--- config.mk ---
export PLATFORM = sky130hd
export DESIGN_NAME = uart_tx_drain
export DESIGN_NICKNAME = d
export VERILOG_FILES = /design/src/rtl/uart_tx_pkg.sv /design/src/rtl/uart_baud_gen.sv /design/src/rtl/uart_tx_drain.sv
export SDC_FILE = /design/constraint.sdc
export NUM_CORES = 1
export LEC_CHECK = 0
export BUFFER_PORTS_ARGS = -buffer_cell sky130_fd_sc_hd__buf_4
export CORE_ASPECT_RATIO = 0.6
export CORE_MARGIN = 10
export CORE_UTILIZATION = 35
export CTS_BUF_LIST = sky130_fd_sc_hd__clkbuf_8
export DETAILED_ROUTE_END_ITERATION = 16
export GPL_ROUTABILITY_DRIVEN = 0
export HOLD_SLACK_MARGIN = 0.03
export MAX_ROUTING_LAYER = met4
export PLACE_DENSITY_LB_ADDON = 0.1
export SLEW_MARGIN = 20
export SYNTH_ARGS = -nofsm -noshare
export SYNTH_HDL_FRONTEND = slang
export SYNTH_HIERARCHICAL = 1
export SYNTH_SLANG_ARGS = --single-unit
--- constraint.sdc ---
create_clock -name clk -period 4 [get_ports clk]
set_input_delay 1.2 -clock clk [delete_from_list [all_inputs] [get_ports clk]]
set_output_delay 1.2 -clock clk [all_outputs]
set_load 0.1 [all_outputs]
--- src/rtl/uart_tx_pkg.sv ---
// ============================================================================
// Module   : uart_tx_pkg
// Brief    : Shared state encoding and frame constants for the UART transmitter.
// Revision : 1.0
// ============================================================================
`default_nettype none

package uart_tx_pkg;

    localparam int DATA_BITS = 8;
    localparam int BIT_IDX_W = $clog2(DATA_BITS);

    typedef enum logic [2:0] {
        IDLE   = 3'd0,
        POP    = 3'd1,
        LOAD   = 3'd2,
        START  = 3'd3,
        DATA   = 3'd4,
        PARITY = 3'd5,
        STOP   = 3'd6
    } tx_state_e;

endpackage

`default_nettype wire

--- src/rtl/uart_baud_gen.sv ---
// ============================================================================
// Module   : uart_baud_gen
// Brief    : Per-bit down-counter; flags the last cycle of each serial bit.
// Revision : 1.0
// ============================================================================
`default_nettype none

module uart_baud_gen #(
    parameter int CLKS_PER_BIT = 16
) (
    input  logic clk,
    input  logic rst_n,
    input  logic restart,
    output logic bit_end,
    output logic bit_pre_end
);

    localparam int CNT_W = (CLKS_PER_BIT > 1) ? $clog2(CLKS_PER_BIT) : 1;
    localparam logic [CNT_W-1:0] RELOAD = CNT_W'(CLKS_PER_BIT - 1);
    localparam logic [CNT_W-1:0] ONE    = CNT_W'(1);

    logic [CNT_W-1:0] cnt_q;
    logic [CNT_W-1:0] cnt_d;

    // Reloads on every bit boundary so consecutive bits need no extra cycle.
    always_comb begin
        cnt_d = cnt_q;
        if (restart || (cnt_q == '0)) begin
            cnt_d = RELOAD;
        end else begin
            cnt_d = cnt_q - ONE;
        end
    end

    always_ff @(posedge clk) begin
        if (!rst_n) begin
            cnt_q <= '0;
        end else begin
            cnt_q <= cnt_d;
        end
    end

    assign bit_end     = (cnt_q == '0);
    assign bit_pre_end = (cnt_q == ONE);

endmodule

`default_nettype wire

--- src/rtl/uart_tx_drain.sv ---
// ============================================================================
// Module   : uart_tx_drain
// Brief    : Pops bytes from an upstream FIFO and serialises them as UART frames.
// Revision : 1.0
// ============================================================================
`default_nettype none

module uart_tx_drain
    import uart_tx_pkg::*;
#(
    parameter int CLKS_PER_BIT = 16,
    parameter int PARITY_EN    = 0,
    parameter int PARITY_ODD   = 0
) (
    input  logic        clk,
    input  logic        rst_n,
    input  logic        tx_enable,
    input  logic        fifo_empty,
    input  logic [7:0]  fifo_data,
    output logic        fifo_rd_enb,
    output logic        fifo_rd_reg,
    output logic        tx,
    output logic        busy,
    output logic        frame_done,
    output logic [15:0] byte_count
);

    localparam logic                 ODD_BIT  = (PARITY_ODD != 0);
    localparam logic                 HAS_PAR  = (PARITY_EN != 0);
    localparam logic [BIT_IDX_W-1:0] LAST_IDX = BIT_IDX_W'(DATA_BITS - 1);
    localparam logic [BIT_IDX_W-1:0] IDX_ONE  = BIT_IDX_W'(1);

    tx_state_e              state_q, state_d;
    logic [DATA_BITS-1:0]   shift_q, shift_d;
    logic [BIT_IDX_W-1:0]   bit_idx_q, bit_idx_d;
    logic                   parity_q, parity_d;
    logic                   armed_q, armed_d;
    logic                   tx_q, tx_d;
    logic                   fifo_rd_enb_q, fifo_rd_enb_d;
    logic                   busy_q, busy_d;
    logic                   frame_done_q, frame_done_d;
    logic [15:0]            byte_count_q, byte_count_d;

    logic                   baud_restart;
    logic                   bit_end;
    logic                   bit_pre_end;

    uart_baud_gen #(
        .CLKS_PER_BIT (CLKS_PER_BIT)
    ) u_baud_gen (
        .clk         (clk),
        .rst_n       (rst_n),
        .restart     (baud_restart),
        .bit_end     (bit_end),
        .bit_pre_end (bit_pre_end)
    );

    always_comb begin
        state_d      = state_q;
        shift_d      = shift_q;
        bit_idx_d    = bit_idx_q;
        parity_d     = parity_q;
        armed_d      = 1'b1;
        baud_restart = 1'b0;

        // Raised one cycle early so the registered pulse lands on the last STOP cycle.
        frame_done_d = (state_q == STOP) && bit_pre_end;
        byte_count_d = frame_done_d ? (byte_count_q + 16'd1) : byte_count_q;

        case (state_q)
            IDLE: begin
                // armed_q keeps the first cycle out of reset free of pops.
                if (armed_q && tx_enable && !fifo_empty) begin
                    state_d = POP;
                end
            end
            POP: begin
                state_d = LOAD;
            end
            LOAD: begin
                shift_d      = fifo_data;
                parity_d     = (^fifo_data) ^ ODD_BIT;
                baud_restart = 1'b1;
                state_d      = START;
            end
            START: begin
                if (bit_end) begin
                    bit_idx_d = '0;
                    state_d   = DATA;
                end
            end
            DATA: begin
                if (bit_end) begin
                    shift_d = shift_q >> 1;
                    if (bit_idx_q == LAST_IDX) begin
                        state_d = HAS_PAR ? PARITY : STOP;
                    end else begin
                        bit_idx_d = bit_idx_q + IDX_ONE;
                    end
                end
            end
            PARITY: begin
                if (bit_end) begin
                    state_d = STOP;
                end
            end
            STOP: begin
                if (bit_end) begin
                    state_d = (tx_enable && !fifo_empty) ? POP : IDLE;
                end
            end
            default: begin
                state_d = IDLE;
            end
        endcase

        busy_d        = (state_d != IDLE);
        fifo_rd_enb_d = (state_d == POP);
        case (state_d)
            START:   tx_d = 1'b0;
            DATA:    tx_d = shift_d[0];
            PARITY:  tx_d = parity_d;
            default: tx_d = 1'b1;
        endcase
    end

    always_ff @(posedge clk) begin
        if (!rst_n) begin
            state_q       <= IDLE;
            shift_q       <= '0;
            bit_idx_q     <= '0;
            parity_q      <= 1'b0;
            armed_q       <= 1'b0;
            tx_q          <= 1'b1;
            fifo_rd_enb_q <= 1'b0;
            busy_q        <= 1'b0;
            frame_done_q  <= 1'b0;
            byte_count_q  <= '0;
        end else begin
            state_q       <= state_d;
            shift_q       <= shift_d;
            bit_idx_q     <= bit_idx_d;
            parity_q      <= parity_d;
            armed_q       <= armed_d;
            tx_q          <= tx_d;
            fifo_rd_enb_q <= fifo_rd_enb_d;
            busy_q        <= busy_d;
            frame_done_q  <= frame_done_d;
            byte_count_q  <= byte_count_d;
        end
    end

    assign tx          = tx_q;
    assign fifo_rd_enb = fifo_rd_enb_q;
    assign fifo_rd_reg = 1'b0;
    assign busy        = busy_q;
    assign frame_done  = frame_done_q;
    assign byte_count  = byte_count_q;

endmodule

`default_nettype wire

==> impl_metrics.tcl <==
set metrics [dict create \
    status "finished clean" \
    rsz0062_at_grt "no" \
    min_from "shift_q[2]$_SDFFE_PN0P_" \
    p_leak_nw 0.871 \
    syn_to_final_growth_pct 19.0 \
    synth_most_common_cell "dfxtp_1" \
    hold_viol 0 \
    synthTopCellsByArea "dfxtp_1 43%, xor2_1 6.2%, nor2_1 4.7%" \
    clk_path_buf_depth 2 \
    fin_setup_tns_ps 0 \
    avgViaCountPerCell 4.97 \
    n_antenna_cell 0 \
    cts-resized-gates 0 \
    drc 0 \
    drv_cap 0 \
    slew_viol_final 0 \
    dr.pass1.iters 4 \
    ant_nets 0 \
    yosys_most_used_dff "dfxtp_1" \
    fp.dieW_um 114 \
    clock-skew-final_ps 2.89 \
    grt_max_degree 20 \
    grt_pass1_wl_mm 6.96 \
    critPathLaunchType "flip-flop" \
    cts_buffers 5 \
    syn-cell-area_sq_um 1840 \
    vias 1476 \
    cts_max_level 2 \
    synth_common_cells "40 x dfxtp_1, 23 x nor2_1, 14 x a21oi_1" \
    grt_use_total 0.101 \
    fp.dieH_um 76.2 \
    final_cell_count_no_fill 297 \
    num_rows 20 \
    vdd_drop_max_mv 0.311 \
    clkTransAtPathRegs_ps 70 \
    portBuffers 31 \
    final_util 0.432 \
    post_drt_wl_per_cell_um 14.0 \
    core_region_area_sq_um 5080 \
    critPathLaunch "byte_count[0]$_SDFFE_PN0P_" \
    worstPathMaxFanout 5 \
    root_buffer "clkbuf_8" \
    synth-seq-cells 40 \
    overflow 0 \
    ys_types 44 \
    critPathArrivalTime_ps 1040 \
    setup_viol 0 \
    cts_sinks 40 \
    power_mw 1.16 \
    crit_family "flip-flops" \
    die_area_sq_um 8670 \
    grt_pass1_vias 1377 \
    holdBufCountCts 0 \
    tritoncts "yes" \
    critPathMaxStageDelay_ps 420 \
    initial_core_util 0.363 \
    synth_top_area_frac 0.434 \
    worstMarginPinSlew_ps 515 \
    fmax_mhz 447 \
    cp_cell_sequence "buf_4" \
    synthCells 203 \
    syn_avg_cell_area_sq_um 9.09 \
    cellPowerDensity_nw_per_um2 528 \
    placedCellCount 292 \
    yosysTopAreaCell "dfxtp_1" \
    hold_class "reg -> reg" \
    ys_warn_count 6 \
    wl_mm 4.15 \
    worst_setup_path_end_kind "output port" \
    synthArstFlopShare 0 \
    drive_above_1_share 0.199 \
    post-route-period-util 0.559 \
    r2r-start "u_baud_gen/cnt_q[0]$_SDFF_PN0_" \
    maxSlewHeadroom 0.654 \
    min_period_ps 2240 \
    seq_area_frac_synth 0.434 \
    dpl.hpwl_mm 3.12 \
    initialDrtViolationCount 122 \
    slowest_stage "dfxtp_1" \
    crit_type "reg -> out" \
    clock_latency_ps 280 \
    holdWs_ps 466 \
    critical_path_required_ps 2800 \
    synth_edf_count 0 \
    synth_nets 221 \
    ios 33 \
    antenna_found_initial 0 \
    cts_setup_buffers 0 \
    final_nets 251 \
    crit_buf_inv 1 \
]
area by class of cell:
| cell class | count | area, sq um |
|---|---|---|
| fill | 514 | 2890 |
| multi-input combinational | 144 | 950 |
| sequential | 40 | 801 |
| timing repair buffer | 36 | 270 |
| tap | 66 | 82.6 |
| clock buffer | 5 | 68.8 |
| inverter | 6 | 22.5 |
worst register-to-register path: cells and delay by family (launching register included):
family / cells / cell delay [ps]
AO/OA/AOI/OAI: 1 / 110
adder cells (fa/ha/maj): 1 / 200
buffers and inverters: 3 / 370
flip-flops: 1 / 390
AND/OR/NAND/NOR: 4 / 1010
power by group:
group | leakage [nW] | switching, mW | internal [mW] | total, mW
Combinational | 0.510 | 0.252 | 0.146 | 0.397
Sequential | 0.326 | 0.0631 | 0.460 | 0.523
Clock | 0.0359 | 0.126 | 0.112 | 0.239
path summary, 6_finish.rpt:
path / to / slack, ps / cells after the start
setup / recovery: byte_count[0] / 1760 / 1
hold reg to reg: shift_q[2]$_SDFFE_PN0P_ / 470 / 2
hold / removal: shift_q[2]$_SDFFE_PN0P_ / 470 / 2
setup reg to reg: tx$_SDFF_PN1_ / 1810 / 9
registers in the layout (all words and copies together), names as in the netlist:
register	count
armed_q	1
bit_idx_q	3
busy	1
byte_count	16
fifo_rd_enb	1
frame_done	1
parity_q	1
shift_q	8
state_q	3
tx	1
u_baud_gen/cnt_q	4
per-stage QoR:
| step | cell area [sq um] | worst slack (ps) |
|---|---|---|
| 6_report | 2190 | 1760 |
| 2_1_floorplan | 1840 | 1800 |
| 5_1_grt | 2190 | 1560 |
| 4_1_cts | 2190 | 1740 |
| 3_5_place_dp | 2130 | 1640 |
| 3_3_place_gp | 2130 | 1660 |
cells by family after synthesis:
family,Yosys count,synth area share
xor gates and xnor gates,22,0.104
and+or+nand+nor,77,0.227
AOI/OAI and AO/OA,37,0.135
DFF,40,0.434
adders and majority gates,6,0.0407
buffers and inverters,19,0.0509
other,1,0.00203
muxes,1,0.00543
layout by cell type, fill, tap and decap left out, types with 2 or more instances in the layout:
cell type   n
a211oi_1    2
a21oi_1    14
a22oi_1     7
and2_1      3
and3_1      3
buf_4      36
clkbuf_8    5
dfxtp_1    40
ha_1        6
inv_1       6
nand2_1    13
nand2b_1    3
nand3_1     6
nand3b_1    3
nand4_1     7
nor2_1     23
nor3_1      2
nor3b_1     2
nor3b_2     2
nor4bb_1    2
o21ai_0     2
o31a_1      3
or3_1       2
xnor2_1     9
xor2_1     13
layer usage:
| metal | vias up | wire length (um) | global-route usage |
|---|---|---|---|
| met5 | - | 0 | - |
| met4 | 0 | 68 | 0.0417 |
| met3 | 8 | 206 | 0.0330 |
| met2 | 26 | 1460 | 0.115 |
| met1 | 679 | 2420 | 0.151 |
| li1 | 763 | - | - |
Power figures use the tool's default switching activity.
